## config.mk

```make
export PLATFORM = sky130hd
export DESIGN_NAME = clock_increment_flat
export DESIGN_NICKNAME = d
export VERILOG_FILES = /design/src/rtl/clock_increment_if.sv /design/src/rtl/clock_increment.sv /design/src/flat_wrapper.sv
export SDC_FILE = /design/constraint.sdc
export NUM_CORES = 1
export LEC_CHECK = 0
export CORE_ASPECT_RATIO = 1.2
export CORE_UTILIZATION = 30
export DETAILED_ROUTE_END_ITERATION = 8
export PLACE_DENSITY = 0.62
export SYNTH_ARGS = -nofsm -noshare
export SYNTH_HDL_FRONTEND = slang
export SYNTH_SLANG_ARGS = --single-unit
```

## constraint.sdc

```tcl
create_clock -name clk -period 2 [get_ports clk]
set_input_delay 0.5 -clock clk [delete_from_list [all_inputs] [get_ports clk]]
set_output_delay 0.5 -clock clk [all_outputs]
set_load 0.01 [all_outputs]
```

## src/rtl/clock_increment_if.sv

```systemverilog
// Handshake bundle for clock_increment: start/pause control, start value and limit in,
// registered count, busy and done strobe out.
interface clock_increment_if #(
  parameter int WIDTH = 16
);
  logic [WIDTH-1:0] count_input;
  logic [WIDTH-1:0] limit;
  logic             start;
  logic             pause;
  logic [WIDTH-1:0] count_output;
  logic             busy;
  logic             done;

  modport master (
    output count_input, limit, start, pause,
    input  count_output, busy, done
  );

  modport slave (
    input  count_input, limit, start, pause,
    output count_output, busy, done
  );
endinterface

```

## src/rtl/clock_increment.sv

```systemverilog
// Loadable up-counter: counts from a loaded start value to a limit, strobes done, then
// either stops holding the limit (WRAP=0) or reloads the start value and repeats (WRAP=1).
module clock_increment #(
  parameter int WIDTH = 16,
  parameter int WRAP  = 0
) (
  input  logic                  clk,
  input  logic                  rst,
  clock_increment_if.slave      bus
);

  typedef enum logic {IDLE, RUN} state_t;

  localparam bit               ONE_SHOT = (WRAP == 0);
  localparam logic [WIDTH-1:0] ONE      = {{(WIDTH-1){1'b0}}, 1'b1};

  state_t           state, state_next;
  logic [WIDTH-1:0] count, count_next;
  logic [WIDTH-1:0] reload, reload_next;
  logic             done, done_next;

  always_ff @(posedge clk or posedge rst) begin
    if (rst) begin
      state  <= IDLE;
      count  <= '0;
      reload <= '0;
      done   <= 1'b0;
    end else begin
      state  <= state_next;
      count  <= count_next;
      reload <= reload_next;
      done   <= done_next;
    end
  end

  // Restart beats pause, which beats the limit check; equality only, so start > limit
  // simply rolls over through zero before reaching the limit.
  always_comb begin
    state_next  = state;
    count_next  = count;
    reload_next = reload;
    done_next   = 1'b0;
    unique case (state)
      IDLE: begin
        if (bus.start) begin
          count_next  = bus.count_input;
          reload_next = bus.count_input;
          state_next  = RUN;
        end
      end
      RUN: begin
        if (bus.start) begin
          count_next  = bus.count_input;
          reload_next = bus.count_input;
        end else if (bus.pause) begin
          count_next = count;
        end else if (count == bus.limit) begin
          done_next = 1'b1;
          if (ONE_SHOT) begin
            state_next = IDLE;
          end else begin
            count_next = reload;
          end
        end else begin
          count_next = count + ONE;
        end
      end
      default: state_next = IDLE;
    endcase
  end

  assign bus.count_output = count;
  assign bus.busy         = (state == RUN);
  assign bus.done         = done;

endmodule

```

## src/flat_wrapper.sv

```systemverilog
// flat-port wrapper written by rule: the top's interface ports become plain ports
module clock_increment_flat 
#(
  parameter int WIDTH = 16,
  parameter int WRAP  = 0
)
  (clk, rst, bus_count_input, bus_limit, bus_start, bus_pause, bus_count_output, bus_busy, bus_done);
  clock_increment_if #(.WIDTH(WIDTH)) bus_i ();
  input  logic clk;
  input  logic rst;
  input wire logic [$bits(bus_i.count_input)-1:0] bus_count_input;
  input wire logic [$bits(bus_i.limit)-1:0] bus_limit;
  input wire logic [$bits(bus_i.start)-1:0] bus_start;
  input wire logic [$bits(bus_i.pause)-1:0] bus_pause;
  output wire logic [$bits(bus_i.count_output)-1:0] bus_count_output;
  output wire logic [$bits(bus_i.busy)-1:0] bus_busy;
  output wire logic [$bits(bus_i.done)-1:0] bus_done;
  assign bus_i.count_input = bus_count_input;
  assign bus_i.limit = bus_limit;
  assign bus_i.start = bus_start;
  assign bus_i.pause = bus_pause;
  assign bus_count_output = bus_i.count_output;
  assign bus_busy = bus_i.busy;
  assign bus_done = bus_i.done;
  clock_increment #(.WIDTH(WIDTH), .WRAP(WRAP)) u_core (.clk(clk), .rst(rst), .bus(bus_i));
endmodule
```

==> reports/qor.yml <==
tightestPinTransition_ns: 0.3497
dpl.hpwl_mm: 3.404
wl_per_cell_um: 14.90
worst_hold_slack_ns: 0.5519
fp.coreArea_mm2: 0.004004
worstPathArrival_ns: 2.09
clock.fmax_mhz: 522.6
vias: 1491
fin_worst_skew_ns: 0.004108
crit_type: "primary input to register"
final_cell_mix: "37 x clkdlybuf4s50_1, 30 x buf_4, 18 x dfrtp_1"
status: "finished clean"
initial_core_util_pct: 32.00
synth-simple-area-share_pct: 27.25
setup_ws_ns: 0.08657
path_cells: "dlygate4sd2_1 > xor2_2 > nor4_2 > and4_4 > buf_6 > or4_1 > a31oi_1"
dieArea_mm2: 0.004537
area_delta_synth_final_pct: 69.82
grt_first_pass_wirelength_mm: 6.720
synthAdderAreaFrac_pct: 0.9766
cts_tree: "done"
max_cap_violations: 0
p_per_area_mw_per_mm2: 553.9
drt_iter0_drc: 60
wl_mm: 4.292
clk_pin_slew_ns: 0.08
gr-usage-met3_pct: 2.289
finalHoldViolCount: 0
clock-root-buffer: "clkbuf_8"
antenna_found_initial: 0
ant_nets: 0
use_met2_pct: 34.77
ys.warnings.count: 0
h-tree-depth: 1
slowest_stage: "or4_1"
layout_worst_path_cycle_share_pct: 95.67
synthXorXnorAreaFrac_pct: 10.94
hold_class: "primary input to asynchronous set/reset pin"
cpLargestDelayFamily: "simple AND/OR/NAND/NOR gates"
rows: 25
grt_start_max_net_pins: 19
cp_max_fo: 8
antenna_cells: 0
synth_fp_nets: 189
slew_headroom_pct: 76.69
final_nets: 272
clock_sinks: 18
synth_top_family_by_area: "simple AND/OR/NAND/NOR gates"
viasPerCell: 5.177
p_total_uw: 1205
p_leak_uw: 0.0009075
grt-busiest-layer: "met2"
die_h_um: 73.59
drc: 0
drive_gt1_share_pct: 20.51
regArea_um2: 450.4
port_buffers: 53
ir_worst_vdd_uv: 266.3
syn_inst: 152
io_pins: 54
syn-cell-area_mm2: 0.001281
grt_pass1_vias: 1548
muxShareOfSynthArea_pct: 0.8789
gr-usage-met1_pct: 24.81
cp_data_required_time_ns: 2.18
die_w_um: 61.66
routabilityCongestion: 0.8594
finalCriticalPeriod_ns: 1.913
slew_viol_final: 0
place_ws_ns: -0.5790
cts_made_buffers: 3
syn_avg_cell_area_um2: 8.429
grt.total_usage_pct: 20.19
multiInputGateArea_um2: 835.8
critPathLaunchType: "primary input"
clkLatencyLatePin_ns: 0.26
synth_compound_area_share_pct: 20.70
setup_viol: 0
final_common_cell: "clkdlybuf4s50_1"
firstDrtPassIters: 4
fill_cells: 408
clockBufferDepth: 2
synth_edf_count: 0
async_reset_ff_share_pct: 100.0
synth_seq_cells: 18
cpPeakStageDelay_ns: 0.49
end_kind: "register"
grt-ovfl-total: 0
synth_flop_cell: "dfrtp_1"
synth_cell_types: 42
seq_area_frac_synth_pct: 35.16
crit_buf_inv: 2
-- routing by layer --
layer | vias up | routed length (µm) | share of wire, %
met3 | 7 | 204 | 4.8
met1 | 707 | 1845 | 43
met4 | 0 | 82 | 1.9
met2 | 45 | 2159 | 50
met5 | - | 0 | 0
li1 | 732 | - | -
-- kinds of logic after synthesis --
| group | Yosys count |
|---|---|
| compound gates | 39 |
| xor+xnor | 16 |
| fa+ha+maj | 1 |
| buf+inv | 11 |
| flops | 18 |
| mux | 1 |
| simple gates | 66 |
-- final cells by class --
| type | count | share of cell area, % |
|---|---|---|
| Inverter | 4 | 0.6901 |
| Sequential cell | 18 | 20.70 |
| Multi-Input combinational cell | 123 | 38.41 |
| Tap cell | 54 | 3.105 |
| Timing Repair Buffer | 85 | 34.56 |
| Clock buffer | 4 | 2.530 |
-- cell usage after synthesis (2+ instances only) --
| cell type | count | area share, % |
|---|---|---|
| or4_1 | 3 | 1.8 |
| clkbuf_1 | 4 | 1.2 |
| dfrtp_1 | 18 | 35 |
| nand3_1 | 10 | 3.9 |
| or3_1 | 4 | 2.0 |
| o21ai_0 | 8 | 3.1 |
| nand2b_1 | 2 | 0.98 |
| xor2_1 | 16 | 11 |
| a31oi_1 | 8 | 3.9 |
| a21oi_1 | 4 | 1.6 |
| nand2_1 | 9 | 2.6 |
| a211oi_1 | 2 | 1.2 |
| a311oi_1 | 3 | 2.1 |
| nor3_1 | 3 | 1.2 |
| nand4_1 | 5 | 2.4 |
| and4_1 | 2 | 1.4 |
| nor4_1 | 4 | 2.0 |
| o31ai_1 | 3 | 1.8 |
| inv_1 | 3 | 0.88 |
| nor2b_1 | 2 | 0.98 |
| nor2_1 | 14 | 4.1 |
| and3_1 | 5 | 2.4 |
-- path summary, 6_finish.rpt --
path	from	endpoint	slack, ns	cells past startpoint
min in group clk	u_core.bus.busy	u_core.bus.busy	0.63	1
max reg2reg	u_core.bus.count_output[12]	u_core.bus.count_output[4]	0.13	6
min reg2reg	u_core.bus.busy	u_core.bus.busy	0.63	1
min	rst	u_core.bus.count_output[12]	0.55	3
max in group asynchronous	rst	u_core.bus.count_output[13]	1.24	3
max	bus_limit[12]	u_core.bus.count_output[4]	0.09	7
-- where the power goes --
part | switching, µW | total (µW) | internal (µW)
Sequential | 36.4 | 437 | 400
Clock | 138 | 313 | 176
Combinational | 204 | 455 | 250
-- worst min-delay path: cells and delay by family --
kind                   cells  cell delay [ns]
buffers and inverters      3             0.70
-- through the flow --
| stage | util (%) | setup TNS (ns) | area [µm²] | std cells |
|---|---|---|---|---|
| 4_1_cts | 53.94 | 0 | 2160 | 289 |
| 5_1_grt | 54.34 | -0.02179 | 2176 | 288 |
| 2_1_floorplan | - | 0 | 1281 | 152 |
| 6_report | 54.34 | 0 | 2176 | 288 |
| 3_5_place_dp | 51.81 | -7.361 | 2074 | 283 |
| 3_3_place_gp | 51.81 | -7.319 | 2074 | 283 |
-- state kept, by name, summed over array words and instances, names as in the netlist --
name	flops
u_core.bus.count_output	16
u_core.bus.busy	1
u_core.bus.done	1
-- repair_timing --
action | CTS | global route
hold buffers | 0 | 0
resized for setup | 24 | 4
pin swaps | 16 | 6
buffers inserted | 1 | 0
endpoints found under the setup margin | 18 | 3
hold endpoints to repair | 0 | 0
cloned | 1 | 0
Power figures use the tool's default switching activity.
